===== src/rtl/incubator_zone_ctrl.sv =====
// Multi-zone incubator controller: per-zone heat/cool hysteresis FSM,
// ramped cooler rotation speed and a persistence-filtered latched alarm.
module incubator_zone_ctrl #(
    parameter int N_ZONES      = 2,
    parameter int TW           = 8,
    parameter int CRS_W        = 4,
    parameter int HEAT_ON      = 15,
    parameter int HEAT_OFF     = 25,
    parameter int COOL_OFF     = 30,
    parameter int COOL_ON      = 35,
    parameter int BASE_SPEED   = 4,
    parameter int STEP_SHIFT   = 2,
    parameter int ALARM_HIGH   = 50,
    parameter int ALARM_LOW    = -5,
    parameter int ALARM_CYCLES = 4
) (
    input  logic                     clk,
    input  logic                     rst,
    input  logic [N_ZONES*TW-1:0]    temp,
    input  logic [N_ZONES-1:0]       alarm_clr,
    output logic [N_ZONES-1:0]       heater,
    output logic [N_ZONES-1:0]       cooler,
    output logic [N_ZONES*CRS_W-1:0] crs,
    output logic [N_ZONES-1:0]       alarm,
    output logic                     any_alarm
);

    typedef enum logic [1:0] {
        ST_IDLE = 2'd0,
        ST_HEAT = 2'd1,
        ST_COOL = 2'd2
    } state_t;

    localparam int CW      = $clog2(ALARM_CYCLES + 1);
    localparam int CRS_MAX = (1 << CRS_W) - 1;

    localparam logic signed [TW-1:0] HEAT_ON_T  = TW'(HEAT_ON);
    localparam logic signed [TW-1:0] HEAT_OFF_T = TW'(HEAT_OFF);
    localparam logic signed [TW-1:0] COOL_OFF_T = TW'(COOL_OFF);
    localparam logic signed [TW-1:0] COOL_ON_T  = TW'(COOL_ON);
    localparam logic signed [TW-1:0] AL_HIGH_T  = TW'(ALARM_HIGH);
    localparam logic signed [TW-1:0] AL_LOW_T   = TW'(ALARM_LOW);
    localparam logic signed [TW:0]   COOL_ON_X  = (TW+1)'(COOL_ON);
    localparam logic [TW+1:0]        BASE_X     = (TW+2)'(BASE_SPEED);
    localparam logic [TW+1:0]        CRS_MAX_X  = (TW+2)'(CRS_MAX);
    localparam logic [CRS_W-1:0]     CRS_MAX_V  = CRS_W'(CRS_MAX);
    localparam logic [CW-1:0]        ALARM_N    = CW'(ALARM_CYCLES);

    function automatic state_t state_next(input state_t cur, input logic signed [TW-1:0] t);
        state_t nxt;
        nxt = cur;
        unique case (cur)
            ST_IDLE: begin
                if (t < HEAT_ON_T)
                    nxt = ST_HEAT;
                else if (t > COOL_ON_T)
                    nxt = ST_COOL;
            end
            ST_HEAT: if (t >= HEAT_OFF_T) nxt = ST_IDLE;
            ST_COOL: if (t <= COOL_OFF_T) nxt = ST_IDLE;
            default: nxt = ST_IDLE;
        endcase
        return nxt;
    endfunction

    // Excess above COOL_ON is taken at TW+1 bits so extreme inputs cannot wrap.
    function automatic logic [CRS_W-1:0] crs_target(input logic cool, input logic signed [TW-1:0] t);
        logic signed [TW:0] diff;
        logic [TW:0]        steps;
        logic [TW+1:0]      sum;
        diff  = $signed({t[TW-1], t}) - COOL_ON_X;
        steps = diff[TW] ? '0 : ($unsigned(diff) >> STEP_SHIFT);
        sum   = {1'b0, steps} + BASE_X;
        if (!cool)
            return '0;
        else if (sum > CRS_MAX_X)
            return CRS_MAX_V;
        else
            return sum[CRS_W-1:0];
    endfunction

    function automatic logic [CRS_W-1:0] crs_step(input logic [CRS_W-1:0] cur, input logic [CRS_W-1:0] tgt);
        if (cur < tgt)
            return cur + 1'b1;
        else if (cur > tgt)
            return cur - 1'b1;
        else
            return cur;
    endfunction

    function automatic logic [CW-1:0] cnt_sat_inc(input logic [CW-1:0] cur);
        if (cur == ALARM_N)
            return cur;
        else
            return cur + 1'b1;
    endfunction

    function automatic logic out_of_range(input logic signed [TW-1:0] t);
        return (t > AL_HIGH_T) || (t < AL_LOW_T);
    endfunction

    logic signed [TW-1:0] w_temp      [N_ZONES];
    state_t               r_state     [N_ZONES];
    state_t               w_state_nxt [N_ZONES];
    logic [CRS_W-1:0]     r_crs       [N_ZONES];
    logic [CRS_W-1:0]     w_crs_nxt   [N_ZONES];
    logic [CW-1:0]        r_cnt       [N_ZONES];
    logic [CW-1:0]        w_cnt_nxt   [N_ZONES];
    logic [N_ZONES-1:0]   r_alarm;
    logic [N_ZONES-1:0]   w_alarm_nxt;

    always_comb begin
        for (int z = 0; z < N_ZONES; z++) begin
            w_temp[z] = temp[z*TW +: TW];
        end
    end

    always_comb begin
        w_alarm_nxt = r_alarm;
        for (int z = 0; z < N_ZONES; z++) begin
            w_state_nxt[z] = state_next(r_state[z], w_temp[z]);
            w_crs_nxt[z]   = crs_step(r_crs[z],
                                      crs_target(w_state_nxt[z] == ST_COOL, w_temp[z]));
            // Clear wins over a set landing on the same edge.
            if (alarm_clr[z]) begin
                w_cnt_nxt[z]   = '0;
                w_alarm_nxt[z] = 1'b0;
            end else if (out_of_range(w_temp[z])) begin
                w_cnt_nxt[z]   = cnt_sat_inc(r_cnt[z]);
                w_alarm_nxt[z] = r_alarm[z] | (cnt_sat_inc(r_cnt[z]) == ALARM_N);
            end else begin
                w_cnt_nxt[z]   = '0;
                w_alarm_nxt[z] = r_alarm[z];
            end
        end
    end

    always_ff @(posedge clk or posedge rst) begin
        if (rst) begin
            for (int z = 0; z < N_ZONES; z++) begin
                r_state[z] <= ST_IDLE;
                r_crs[z]   <= '0;
                r_cnt[z]   <= '0;
            end
            r_alarm <= '0;
        end else begin
            for (int z = 0; z < N_ZONES; z++) begin
                r_state[z] <= w_state_nxt[z];
                r_crs[z]   <= w_crs_nxt[z];
                r_cnt[z]   <= w_cnt_nxt[z];
            end
            r_alarm <= w_alarm_nxt;
        end
    end

    // The alarm only gates the heater output; the FSM keeps tracking temperature.
    always_comb begin
        heater = '0;
        cooler = '0;
        crs    = '0;
        for (int z = 0; z < N_ZONES; z++) begin
            heater[z]               = (r_state[z] == ST_HEAT) & ~r_alarm[z];
            cooler[z]               = (r_state[z] == ST_COOL);
            crs[z*CRS_W +: CRS_W]   = r_crs[z];
        end
    end

    assign alarm     = r_alarm;
    assign any_alarm = |r_alarm;

endmodule

===== config.mk =====
export PLATFORM = sky130hd
export DESIGN_NAME = incubator_zone_ctrl
export DESIGN_NICKNAME = d
export VERILOG_FILES = /design/src/rtl/incubator_zone_ctrl.sv
export SDC_FILE = /design/constraint.sdc
export NUM_CORES = 1
export LEC_CHECK = 0
export BUFFER_PORTS_ARGS = -buffer_cell sky130_fd_sc_hd__buf_2
export CAP_MARGIN = 20
export CORE_ASPECT_RATIO = 1.75
export CORE_MARGIN = 2
export CORE_UTILIZATION = 55
export DETAILED_ROUTE_END_ITERATION = 6
export PLACE_DENSITY = 0.8
export SETUP_SLACK_MARGIN = 0.02
export SYNTH_ARGS = -nofsm -noshare
export SYNTH_HDL_FRONTEND = slang
export SYNTH_SLANG_ARGS = --single-unit
export TNS_END_PERCENT = 100

===== constraint.sdc =====
create_clock -name clk -period 5.6 [get_ports clk]
set_input_delay 0.28 -clock clk [delete_from_list [all_inputs] [get_ports clk]]
set_output_delay 0.28 -clock clk [all_outputs]
set_load 0.005 [all_outputs]

==> impl_metrics.csv <==
group,metric,value,unit
floorplan,rows,26,
clock_network,clk_pin_slew,70,ps
clock_network,postCtsHoldBufs,0,
clock_network,clk_path_buf_depth,2,
final_layout,nNetsFinal,265,
timing,drv_slew,0,
placed_design,port_buffers,34,
final_layout,antenna_cells,0,
timing,relSlewSlack,0.504,
logic_synthesis,async_flop_share,1.00,
timing,period_share,0.643,
floorplan,coreArea,0.00296,mm2
placed_design,gp_congestion,0.788,
global_route,overflow,0,
clock_network,root_buffer,"clkbuf_8",
logic_synthesis,syn_nets,234,
routing,firstDrtPassIters,4,
routing,drc,0,
timing,period_minus_slack,3600,ps
floorplan,die_w,46.3,um
setup_path,startpoint_type,"primary input",
global_route,first_global_vias,1443,
timing,whs,148,ps
final_layout,syn2layout_area_growth,13.0,%
timing,finalSetupViolCount,0,
setup_path,crit_slowest_cell,"o221ai_1",
flow_run,cap_viol_max_count,0,
floorplan,boundaryPins,35,
timing,rsz0062_at_grt,"no",
setup_path,cp_max_fo,7,
routing,drt-vias-per-instance,5.73,
setup_path,crit_arrival,3740,ps
timing,setup_tns,0,ps
logic_synthesis,yosysSeqAreaShare,0.290,
setup_path,cp_common_cell,"ha_1",
global_route,grt_max_degree,21,
timing,tightest_slew,743,ps
logic_synthesis,netlist_area,0.00172,mm2
global_route,grt_pass1_wl,5780,um
logic_synthesis,yosysMostFrequentCell,"dfrtp_1",
timing,skew,3.93,ps
pwr,comb_power_share,0.583,
setup_path,cp_cell_sequence,"buf_2, a211o_4, o21a_1, nor4b_1, ha_1, xor2_1, o21ai_0, ha_1, inv_1, o221ai_1, ha_1, a21o_1, a21oi_1, xnor2_1, nand2b_1, xnor2_1",
pwr,power.switching,0.316,mW
floorplan,dieHeight,78.1,um
routing,totalWireLength,3470,um
clock_network,htree_levels,1,
timing,fmax,278,MHz
timing,hold_viol,0,
pwr,power.internal,0.479,mW
logic_synthesis,synthDistinctLibCells,51,
logic_synthesis,synth_top_area_cell,"dfrtp_1",
logic_synthesis,synth_cells,194,
routing,wl_per_cell,13.1,um
logic_synthesis,synth_edf_count,0,
pwr,p_sw_frac,0.397,
setup_path,max_stage_delay,410,ps
pwr,peakVddDrop,0.000465,V
pwr,sequentialPowerShare,0.305,
pwr,powerDensity,408,mW/mm2
clock_network,cts_buffers,3,
routing,drtIter0Drc,28,
logic_synthesis,ys_warn_count,0,
clock_network,cts_resized,0,
global_route,grt.busiest_layer,"met2",
logic_synthesis,synth-main-ff-cell,"dfrtp_1",
routing,final_antenna_net_count,0,
setup_path,critPathCaptureType,"register",
status,status,"complete, no violations",
floorplan,start_util,0.582,
clock_network,cts_tree,"done",
global_route,use_met3,0.0161,
global_route,grt_util_met2,0.371,
placed_design,post-dp-hpwl,2850,um
global_route,grtUsageMet1,0.236,
global_route,antenna_found_initial,0,
pwr,p_clk_frac,0.112,
logic_synthesis,ys_ff_latch,20,
clock_network,clk_latency,250,ps
routing,vias,1519,
logic_synthesis,avgSynthCellArea,8.89,um2
floorplan,die_area,0.00362,mm2
logic_synthesis,synthTopCellsByCount,"dfrtp_1 (20), ha_1 (18), inv_1 (17)",
final_layout,drive_gt1_frac,0.224,
clock_network,cts_sinks,20,
global_route,grt_usage,0.211,
setup_path,required,5740,ps
clock_network,cts_setup_buffers,0,
pwr,p_leak,0.906,nW
setup_path,worstSetupPathType,"primary input to register",
logic_synthesis,synth.area.top_cells,"dfrtp_1 (29%), ha_1 (13%), xnor2_1 (5.6%)",
hold_path,hold_path_class,"primary input to async pin",
logic_synthesis,yosysTopAreaCellShare,0.290,
[layer usage]
layer / vias up / wire (um)
met5: - / 0
met3: 6 / 78
met4: 0 / 73
met1: 720 / 1420
met2: 39 / 1900
li1: 754 / -
[cell usage in the layout, fill, tap and decap left out, drive strengths merged, types with 3 or more instances in the layout]
cell and count:
a31oi 3, buf 34, nor2b 3, nor2 13, xnor2 11, o31a 3
o21a 3, inv 17, clkbuf 3, nor3 9, a21oi 10, nand2b 3
ha 18, a21o 3, dfrtp 20, nand2 16, o21ai 14
[flip-flops by register name, indices dropped and copies added (netlist names)]
register	cells
r_state	4
crs	8
alarm	2
r_cnt	6
[cell families (layout without fill, tap and decap cells)]
kind of cell / count (synthesis) / in the layout / synth area share
xor+xnor: 12 / 12 / 0.0610
simple gates: 60 / 60 / 0.181
mux: 3 / 3 / 0.0189
flops: 20 / 20 / 0.290
buf+inv: 25 / 54 / 0.0602
fa+ha+maj: 21 / 21 / 0.160
compound gates: 53 / 53 / 0.228
[power by group through the flow]
stage | Combinational [mW] | Sequential (mW) | Clock (mW)
CTS | 0.472 | 0.244 | 0.0939
global route | 0.536 | 0.251 | 0.0982
global placement | 0.452 | 0.245 | 0
finish | 0.463 | 0.242 | 0.0894
floorplan | 0.361 | 0.238 | 0
detailed placement | 0.469 | 0.245 | 0
[final timing paths]
check	from	to	slack (ps)	cells after the start
max	temp[8]	crs[7]	2000	16
min	rst	crs[3]	150	2
max reg2reg	r_state[2]	crs[3]	2410	13
min reg2reg	r_state[1]	r_state[0]	510	1
max in group asynchronous	rst	r_state[2]	4980	2
min in group clk	alarm_clr[1]	alarm[1]	230	2
[worst max-delay path: cells and delay by family]
family | cells | cell delay (ps)
xor+xnor | 3 | 490
simple gates | 2 | 460
fa+ha+maj | 3 | 900
buf+inv | 2 | 170
compound gates | 6 | 1430
[final cells by class]
cell class,count,area (um2)
clock buffers,3,41.3
fillers,264,1010
inverters,17,63.8
multi-input cells,149,1120
flip-flops and latches,20,500
well taps,42,52.6
repair buffers,34,170
[stage by stage]
stage | utilization | worst slack, ps | cells | area (um2) | total power, mW
after floorplan | - | 2160 | 194 | 1720 | 0.599
after global placement | 0.644 | 1850 | 262 | 1910 | 0.698
after detailed placement | 0.644 | 1700 | 262 | 1910 | 0.715
after CTS | 0.658 | 1980 | 265 | 1950 | 0.809
after global routing | 0.658 | 1690 | 265 | 1950 | 0.885
final | 0.658 | 2000 | 265 | 1950 | 0.795
No activity file was read; power rests on OpenSTA's default activity.
